`src/rtl/imem_port_arbiter.sv`:
```
// Two-port arbiter sharing one byte-wide async-read program ROM; each request returns a big-endian 4-byte word.
// Optional IMEM_ARB_ALIGN_CHECK_EN: misaligned requests skip the ROM and answer with rsp_err=1.
module imem_port_arbiter #(
  parameter int A_WIDTH = 32,
  parameter int D_WIDTH = 8
) (
  input  logic                 clk,
  input  logic                 rst_n,
  input  logic [1:0]           req_valid,
  input  logic [A_WIDTH-1:0]   req_addr0,
  input  logic [A_WIDTH-1:0]   req_addr1,
  output logic [1:0]           req_ready,
  output logic [1:0]           rsp_valid,
  output logic [4*D_WIDTH-1:0] rsp_data,
  output logic                 rsp_err,
  output logic                 mem_en,
  output logic [A_WIDTH-1:0]   mem_addr,
  input  logic [D_WIDTH-1:0]   mem_rdata
);

  typedef enum logic [1:0] {IDLE, READ, RESP} state_t;

  state_t               state;
  state_t               state_nxt;
  logic [1:0]           cnt;
  logic [A_WIDTH-1:0]   base;
  logic                 gnt_id;
  logic                 rr_ptr;
  logic [4*D_WIDTH-1:0] word_buf;
  logic [4*D_WIDTH-1:0] rsp_data_q;

  logic [1:0]           grant;
  logic                 gnt_sel;
  logic                 accept;
  logic [A_WIDTH-1:0]   sel_addr;
  logic                 misaligned;

  // Grant is gated by rst_n so req_ready stays low while reset is held.
  always_comb begin
    grant   = 2'b00;
    gnt_sel = 1'b0;
    if (state == IDLE && rst_n) begin
      case (req_valid)
        2'b01: grant = 2'b01;
        2'b10: begin
          grant   = 2'b10;
          gnt_sel = 1'b1;
        end
        2'b11: begin
          gnt_sel = rr_ptr;
          grant   = rr_ptr ? 2'b10 : 2'b01;
        end
        default: grant = 2'b00;
      endcase
    end
  end

  assign req_ready = grant;
  assign accept    = |grant;
  assign sel_addr  = gnt_sel ? req_addr1 : req_addr0;

`ifdef IMEM_ARB_ALIGN_CHECK_EN
  logic err_q;
  assign misaligned = (sel_addr[1:0] != 2'b00);
  assign rsp_err    = (state == RESP) && err_q;
`else
  assign misaligned = 1'b0;
  assign rsp_err    = 1'b0;
`endif

  always_comb begin
    state_nxt = state;
    case (state)
      IDLE: if (accept) state_nxt = misaligned ? RESP : READ;
      READ: if (cnt == 2'd3) state_nxt = RESP;
      RESP: state_nxt = IDLE;
      default: state_nxt = IDLE;
    endcase
  end

  always_ff @(posedge clk or negedge rst_n) begin
    if (!rst_n) state <= IDLE;
    else        state <= state_nxt;
  end

  // Datapath: latch the granted request, then collect one byte per READ cycle.
  // rsp_data only updates on the transition into RESP so it holds between responses.
  always_ff @(posedge clk or negedge rst_n) begin
    if (!rst_n) begin
      cnt        <= 2'd0;
      base       <= '0;
      gnt_id     <= 1'b0;
      rr_ptr     <= 1'b0;
      word_buf   <= '0;
      rsp_data_q <= '0;
`ifdef IMEM_ARB_ALIGN_CHECK_EN
      err_q      <= 1'b0;
`endif
    end else begin
      if (accept) begin
        base   <= sel_addr;
        gnt_id <= gnt_sel;
        rr_ptr <= ~gnt_sel;
        cnt    <= 2'd0;
`ifdef IMEM_ARB_ALIGN_CHECK_EN
        err_q  <= misaligned;
        if (misaligned) rsp_data_q <= '0;
`endif
      end
      if (state == READ) begin
        word_buf[(3 - int'(cnt))*D_WIDTH +: D_WIDTH] <= mem_rdata;
        cnt <= cnt + 2'd1;
        if (cnt == 2'd3) rsp_data_q <= {word_buf[4*D_WIDTH-1:D_WIDTH], mem_rdata};
      end
    end
  end

  assign mem_en    = (state == READ);
  assign mem_addr  = (state == READ) ? base + {{(A_WIDTH-2){1'b0}}, cnt} : '0;
  assign rsp_valid = (state == RESP) ? (gnt_id ? 2'b10 : 2'b01) : 2'b00;
  assign rsp_data  = rsp_data_q;

endmodule

```
`config.mk`:
```
export PLATFORM = sky130hd
export DESIGN_NAME = imem_port_arbiter
export DESIGN_NICKNAME = d
export VERILOG_FILES = /design/src/rtl/imem_port_arbiter.sv
export SDC_FILE = /design/constraint.sdc
export NUM_CORES = 1
export LEC_CHECK = 0
export BUFFER_PORTS_ARGS = -buffer_cell sky130_fd_sc_hd__buf_2
export CAP_MARGIN = 20
export CORE_MARGIN = 4
export CORE_UTILIZATION = 55
export DETAILED_ROUTE_END_ITERATION = 6
export GPL_TIMING_DRIVEN = 0
export PLACE_DENSITY_LB_ADDON = 0.15
export SLEW_MARGIN = 10
export SYNTH_ARGS = -nofsm -noshare
export SYNTH_HDL_FRONTEND = slang
export SYNTH_SLANG_ARGS = --single-unit
```
`constraint.sdc`:
```
create_clock -name clk -period 6.22 [get_ports clk]
set_input_delay 0 -clock clk [delete_from_list [all_inputs] [get_ports clk]]
set_output_delay 0 -clock clk [all_outputs]
set_load 0.02 [all_outputs]
```
---- After elaboration in Yosys (flattened, before gate mapping) ----
Index checks and enable logic that the tools add are counted.
operators by class
  $add $sub $neg .......................... 4
  shifts and indexed selects .............. 2
  reduce and logical (&&, ||, !) cells .... 6
  eq/ne operators ......................... 8
  bitwise operators ....................... 1
  muxes and demuxes ....................... 15
operator list
  kind                       number
  $mux W32                   2
  $neg A6 Y33                1
  $shift A8 B33 Y32 const A  1
  $shiftx A8 B33 Y32         1
  $add A32 B2 Y32            1
  $bwmux W32                 1
  $mux W2                    8
  $eq A2 B2 Y1 const B       4
  $pmux W2 S3                1
  $eq A2 B1 Y1 const B       2
  $pmux W2 S2                1
  $reduce_and A2 Y1          2
  $sub A2 B2 Y3 const A      1
  $add A2 B1 Y2 const B      1
  $logic_not A2 Y1           1
  $ne A2 B1 Y1 const B       1
  $ne A2 B2 Y1 const B       1
  $pmux W1 S2                1
  $reduce_bool A2 Y1         1
  $reduce_or A2 Y1           1
  $logic_and A1 B1 Y1        1
  $mux W1                    1
  $not A1 Y1                 1
word-level totals
  flip-flop bits (word level) ............. 102
  input port bits ......................... 76
  logic and storage cells ................. 43

---- Depth between registers and ports, before layout ----
Gate-level depths: netlist of the first run.
  word-level depth ........................ 6
  depth in mapped cells ................... 7

---- Worst setup path before layout of the first run ----
OpenSTA, ideal clock, no wires.
  kind .................................... reg-to-output
  start point ............................. register cnt[1]
  end point ............................... output mem_addr[21]
  data arrival time ....................... 2.292 ns
  cell stages (with the launch flop) ...... 7
  setup slack ............................. 3.928 ns
  cells stage by stage .................... dfrtp_1 ha_1 a21oi_1 or4_1 buf_2 or3b_1 a21oi_1
between the ends
  word-level cells in the longest chain between the ends .. 2
ends and longest elaborated chain
  item                      RTL line  RTL
  start: declaration        25        logic [1:0] cnt;
  start signal: assignment  112       cnt <= cnt + 2'd1;
  $add A32 B2 Y32           119       assign mem_addr = (state == READ) ? base + {{(A_WIDTH-2){1'b0}}, cnt} : '0;
  $mux W32                  119
  end: declaration          17        output logic [A_WIDTH-1:0] mem_addr,
Every way passes these cells.

---- Final worst setup path of the first run ----
  start point ............................. input rst_n
  end point ............................... register base[30]
between the ends
  word-level cells in the longest chain between the ends .. 3
  elaborated cells on any way between the ends .. 5
  classes of those cells .................. 3 x mux; 2 x reduce/logical
ends and longest elaborated chain
  item                                                 RTL line  RTL
  start: declaration                                   8         input logic rst_n,
  $logic_and A1 B1 Y1 *                                42        if (state == IDLE && rst_n) begin
  $mux W1 / $mux W2 (equally long branches)            42
  $mux W32 / $reduce_or A2 Y1 (equally long branches)  60, 59
  end signal: assignment                               101       base <= sel_addr;
  end: declaration                                     26        logic [A_WIDTH-1:0] base;
Every way passes the cells marked *; elsewhere a longest branch is shown, timed or not.
A chain may end at the register's enable or synchronous reset.

==> run_results.csv, run 1 <==
group,metric,value,unit
worst_setup_path,critPathSlowestCell,"dlygate4sd3_1",
final_layout,area_delta_synth_final,40.0,%
routing,via_per_inst,5.74,
final_layout,mostFrequentLayoutCells,"145 x buf_2, 94 x dfrtp_1, 82 x nand2_1",
power_and_ir_drop,leakagePower,3.08,nW
min_path,hp-class,"in2async",
clock_tree,cts_max_level,3,
final_layout,final_common_cell,"buf_2",
global_routing,grt_max_degree,70,
final_layout,fin_nets,756,
timing,setup_viol,0,
die,die_area,9850,sq um
synth,yosysWarnings,0,
die,std_cell_rows,33,
worst_setup_path,worst-endpoint-arrival,3.47,ns
timing,slew_viol_final,0,
clock_tree,clockBufferDepth,2,
synth,synthMuxAreaShare,7.87,%
routing,routed_wirelength,13700,microns
synth,synth_cells,443,
routing,dr.pass1.iters,5,
die,start_util,56.0,%
die,die_height,99.2,microns
timing,rsz0062_at_grt,"no",
die,io_pins,146,
worst_setup_path,cp_cell_sequence,"dlygate4sd3_1, buf_4, buf_16, nor3b_1, and3_1, clkbuf_1, clkbuf_1, a22oi_1, dlygate4sd3_1, nand2_1",
die,die_w,99.2,microns
clock_tree,clk_latency,0.38,ns
timing,skew,0.0176,ns
routing,drc,0,
synth,synth_compound_area_share,15.7,%
run,drv_cap,0,
global_routing,antenna_found_initial,0,
worst_setup_path,cp.required,6.53,ns
synth,yosys.area_share.xor_xnor,1.91,%
worst_setup_path,cp_max_fo,69,
global_routing,grt_pass1_wl,22500,microns
power_and_ir_drop,vdd_drop_max,268,uV
timing,max_freq,0.316,GHz
power_and_ir_drop,p_per_area,455,nW/um^2
place,portBuffers,144,
final_layout,layout-drive-gt1-share,28.8,%
synth,synth-async-reset-ratio,100,%
timing,setup_tns,0,ns
die,core_area,8180,sq um
clock_tree,post_cts_buffers,0,
global_routing,grt_usage,28.6,%
clock_tree,cts_resized,0,
final_layout,antenna-diode-count,0,
timing,min_period,3.16,ns
routing,ant_nets,0,
worst_setup_path,cp-start-kind,"input port",
synth,yosysSeqAreaShare,51.4,%
synth,syn_avg_cell_area,10.3,sq um
worst_setup_path,worstSetupEndpointType,"flip-flop",
routing,dr_total_vias,4495,
clock_tree,clk_pin_slew_worst_paths,0.10,ns
place,gp_congestion,0.851,
timing,slew-limit-headroom,39.4,%
clock_tree,cts_sinks,94,
synth,syn_nets,526,
timing,finalCritPeriodShare,50.9,%
synth,synthAdderAreaFrac,2.08,%
worst_setup_path,cpPeakStageDelay,0.61,ns
timing,worst_pin_slew,0.906,ns
global_routing,grt_pass1_vias,4533,
synth,synthFlopType,"dfrtp_1",
synth,yosysUniqueCellTypes,45,
clock_tree,hold_buffers,73,
synth,yosys.area_share.simple,17.6,%
clock_tree,tritoncts,"done",
routing,drt_first_iter_violations,282,
clock_tree,root_buffer,"clkbuf_8",
routing,wl_per_cell,17.5,microns
timing,final-hold-violation-count,0,
timing,holdWs,0.0829,ns
clock_tree,numCtsBuffers,9,
status,outcome,"finished clean",
global_routing,grt_overflow,0,
place,dp_hpwl,8820,microns
synth,ys_ff_latch,94,
synth,synth_top_family_by_area,"simple AND/OR/NAND/NOR gates",
worst_setup_path,path_class,"in2reg",
synth,syn_area,4580,sq um
synth,synth-edff-count,0,
[cell usage after synthesis, types with 3 or more instances]
cell type | count | area (sq um)
dfrtp_1 | 94 | 2350
nand2_1 | 82 | 308
a22oi_1 | 32 | 240
a22o_1 | 24 | 210
mux2_2 | 22 | 248
a21oi_1 | 21 | 105
clkbuf_1 | 19 | 71.3
or4_1 | 13 | 97.6
nor2_1 | 12 | 45.0
mux2_1 | 10 | 113
o31ai_1 | 10 | 75.1
inv_1 | 9 | 33.8
nand4_1 | 9 | 56.3
or3_1 | 9 | 56.3
xnor2_1 | 9 | 78.8
nand3_1 | 8 | 40.0
ha_1 | 6 | 75.1
nor3_1 | 6 | 30.0
o21ai_0 | 5 | 25.0
o21ai_1 | 4 | 20.0
and2_1 | 3 | 18.8
and3_1 | 3 | 18.8
buf_1 | 3 | 11.3
nor4_1 | 3 | 18.8
[logic make-up (layout without fill, tap and decap cells)]
logic type,count (synthesis),in the layout
multiplexers,32,32
AO/OA/AOI/OAI,101,101
flip-flops,94,94
other,1,1
adder cells (fa/ha/maj),7,7
AND/OR/NAND/NOR,161,161
XOR/XNOR,10,10
buffers and inverters,37,272
[layout make-up]
cell class / count / area (sq um)
plain buffers: 27 / 119
clock buffers: 9 / 124
clock inverters: 7 / 88.8
fillers: 559 / 1770
inverters: 10 / 37.5
multi-input cells: 312 / 2070
flip-flops and latches: 94 / 2350
well taps: 105 / 131
repair buffers: 219 / 1490
[where the power goes]
part / internal [mW] / switching, mW / total, mW
sequential: 0.886 / 0.240 / 1.13
combinational: 0.547 / 0.808 / 1.35
clock: 0.197 / 0.242 / 0.439
total: 1.63 / 1.29 / 2.92
[state kept, by name, indices dropped and copies added (netlist names)]
signal    cells
base         32
gnt_id        1
rr_ptr        1
state         2
word_buf     24
rsp_data     32
cnt           2
[worst paths after layout]
kind | start | to | slack [ns] | cells past startpoint
worst max-delay path | rst_n | base[30]$_DFFE_PN0P_ | 3.06 | 10
worst min-delay path | rst_n | base[27]$_DFFE_PN0P_ | 0.08 | 2
worst max register to register | state[0]$_DFFE_PN0P_ | base[30]$_DFFE_PN0P_ | 3.52 | 7
worst min register to register | word_buf[24]$_DFFE_PN0P_ | rsp_data[24]$_DFFE_PN0P_ | 0.49 | 1
max in group asynchronous | rst_n | rsp_data[31]$_DFFE_PN0P_ | 5.49 | 3
min in group clk | req_valid[0] | base[31]$_DFFE_PN0P_ | 0.15 | 4
[worst max-delay path, delay by kind of cell]
family / cells / cell delay [ns]
AOI/OAI and AO/OA: 1 / 0.15
buffers and inverters: 6 / 2.70
and+or+nand+nor: 3 / 0.61
[per-layer routing]
| layer | up-vias | part of all wire [%] | global-route usage, % | wire (microns) |
|---|---|---|---|---|
| met5 | - | 0 | 0 | 0 |
| met3 | 34 | 5.8 | 4.35 | 798 |
| met1 | 2206 | 42 | 36.8 | 5730 |
| met4 | 0 | 2.3 | 10.2 | 315 |
| met2 | 188 | 50 | 49.4 | 6850 |
| li1 | 2067 | - | - | - |
[metrics by stage]
step	util, %	cell area, sq um	power [mW]	std cells	worst slack, ns
finish	78.4	6410	2.92	783	3.06
detailed placement	66.8	5460	2.40	693	3.70
global placement	66.4	5430	2.33	692	2.94
CTS	78.3	6400	2.90	782	3.04
floorplan	-	4580	1.94	443	3.93
global route	78.4	6410	3.10	783	2.83
Power figures use the tool's default switching activity.
==> run 2: changes to the inputs <==
CORE_UTILIZATION = 46   (was 55)
clock period = 2.7 ns   (was 6.22 ns; I/O delays follow)
==> run 2 against run 1 <==
  * Combinational power is 150% higher
  * Setup slack lost 3.0 ns
  * Utilization down 9.8 points
  * Hold slack better by 0.079 ns
  * Sequential power up 130%
  * Largest power group unchanged
  * Highest routed layer unchanged
==> run_results.csv, run 2 (same netlist as run 1, synthesis figures left out) <==
group,metric,value,unit
status,outcome,"finished clean",
timing,slew-limit-headroom,38.3,%
routing,met1Wirelength,5770,microns
min_path,hold_depth,4,
worst_setup_path,worst-endpoint-arrival,2.68,ns
worst_setup_path,cp_cell_sequence,"ha_4, fa_2, nand4_1, clkbuf_8, or3_4, or4_4, a21oi_4, buf_6",
die,die_height,108,microns
global_routing,grt_max_degree,55,
timing,min_period,2.68,ns
timing,max_freq,0.373,GHz
clock_tree,clk_pin_slew_worst_paths,0.09,ns
timing,slew_viol_final,0,
die,start_util,47.1,%
worst_setup_path,critical_path_buf_inv_count,2,
final_layout,fin_nets,764,
worst_setup_path,reg2reg_slack,0.19,ns
routing,wl_per_cell,16.1,microns
power_and_ir_drop,vdd_drop_max,400,uV
die,core_area,9730,sq um
power_and_ir_drop,p_per_area,1020,nW/um^2
run,drv_cap,0,
final_layout,area_delta_synth_final,45.9,%
worst_setup_path,cp_max_fo,3,
global_routing,grt_pass1_vias,4391,
global_routing,grt_pass1_wl,21500,microns
final_layout,mostFrequentLayoutCells,"136 x buf_2, 90 x dfrtp_1, 82 x nand2_1",
routing,dr_total_vias,4392,
final_layout,final_common_cell,"buf_2",
worst_setup_path,cp.required,2.70,ns
worst_setup_path,cpPeakStageDelay,0.44,ns
global_routing,antenna_found_initial,0,
timing,worst_pin_slew,0.918,ns
timing,finalCritPeriodShare,99.3,%
worst_setup_path,critPathSlowestCell,"or4_4",
clock_tree,tritoncts,"done",
clock_tree,clk_latency,0.35,ns
worst_setup_path,cp.depth,8,
final_layout,layout-drive-gt1-share,34.4,%
routing,ant_nets,0,
routing,met2RoutedLength,6500,microns
die,io_pins,146,
worst_setup_path,path_class,"reg2out",
worst_setup_path,path_delay_family,"simple AND/OR/NAND/NOR gates",
routing,route.met3.wl,690,microns
global_routing,grt_overflow,0,
timing,rsz0062_at_grt,"yes",
timing,finalWorstSetupSlack,0.0176,ns
routing,via_per_inst,5.36,
place,portBuffers,144,
die,die_area,11600,sq um
timing,final-hold-violation-count,0,
routing,dr.max_layer_used,"met4",
final_layout,antenna-diode-count,0,
routing,drt_first_iter_violations,283,
timing,skew,0.00516,ns
clock_tree,clockBufferDepth,2,
place,dp_hpwl,8940,microns
timing,holdWs,0.162,ns
routing,dr.pass1.iters,5,
place,place_ws,0.163,ns
clock_tree,numCtsBuffers,9,
worst_setup_path,reg2reg_depth,8,
clock_tree,cts_max_level,3,
worst_setup_path,worstSetupEndpointType,"output port",
die,std_cell_rows,36,
timing,setup_viol,0,
die,die_w,108,microns
global_routing,grt_usage,23.5,%
power_and_ir_drop,leakagePower,3.16,nW
routing,routed_wirelength,13200,microns
clock_tree,cts_sinks,94,
min_path,hp-class,"in2reg",
place,gp_congestion,0.843,
clock_tree,root_buffer,"clkbuf_8",
routing,drc,0,
worst_setup_path,cp-start-kind,"flip-flop",
power_and_ir_drop,power.total,6.79,mW
[run 2: changes by cell type in the layout (fill, tap and decap cells not counted), moves of 3 or more]
cell      before  now
inv_8          3    0
buf_6          1    5
a21oi_1       21   12
a21oi_4        0    3
buf_4          3   16
dfrtp_2        0    4
clkbuf_2       1    6
a21oi_2        0    6
clkbuf_1      19   12
or4_1         13    8
dfrtp_1       94   90
or4_4          0    5
buf_2        145  136
[run 2: through the flow]
stage                     util, %  cells  setup TNS, ns  area [sq um]
after floorplan                 -    443              0          4580
after global placement       56.2    720         -18.47          5470
after detailed placement     56.5    721              0          5500
after CTS                    67.2    816        -0.0535          6540
after global routing         68.6    819         -0.257          6680
final                        68.6    819              0          6680
[run 2: final timing paths]
kind                                     startpoint                  endpoint
max in group asynchronous                     rst_n       base[9]$_DFFE_PN0P_
max reg2reg                      cnt[0]$_DFFE_PN0P_  word_buf[11]$_DFFE_PN0P_
max                             base[0]$_DFFE_PN0P_              mem_addr[24]
min                                    req_valid[0]      base[31]$_DFFE_PN0P_
min in group asynchronous                     rst_n  rsp_data[28]$_DFFE_PN0P_
min reg2reg                rsp_data[29]$_DFFE_PN0P_  rsp_data[29]$_DFFE_PN0P_
[run 2: power breakdown]
| group | total (mW) | switching (mW) | internal [mW] |
|---|---|---|---|
| combinational | 3.33 | 1.91 | 1.41 |
| clock | 0.871 | 0.504 | 0.367 |
| sequential | 2.59 | 0.545 | 2.05 |
| total | 6.79 | 2.96 | 3.83 |
[run 2: worst min-delay path, cell delays in order]
cell and delay [ns]:
buf_2 0.10, o21ai_1 0.20, nand2_1 0.13, nand2_1 0.05
[run 2: area by class of cell]
cell class              instances  area, sq um
clock buffers                  10          138
repair buffers                228         1600
clock inverters                 6         45.0
plain buffers                  26          138
inverters                      10         37.5
flip-flops and latches         94         2360
well taps                     133          166
fillers                       793         3050
multi-input cells             312         2200
[run 2: routing by layer]
layer | vias up | global-route usage [%]
met4 | 0 | 7.75
met5 | - | 0
met1 | 2126 | 32.3
li1 | 2091 | -
met3 | 24 | 3.42
met2 | 151 | 38.2
[run 2: repair_timing]
item                                    4_1_cts  5_1_grt
hold buffers                                 74        0
pin swaps                                     8        4
endpoints found under the setup margin       13       42
resized for setup                            21       35
endpoints found under the hold margin       104        0
buffers inserted                              5        3
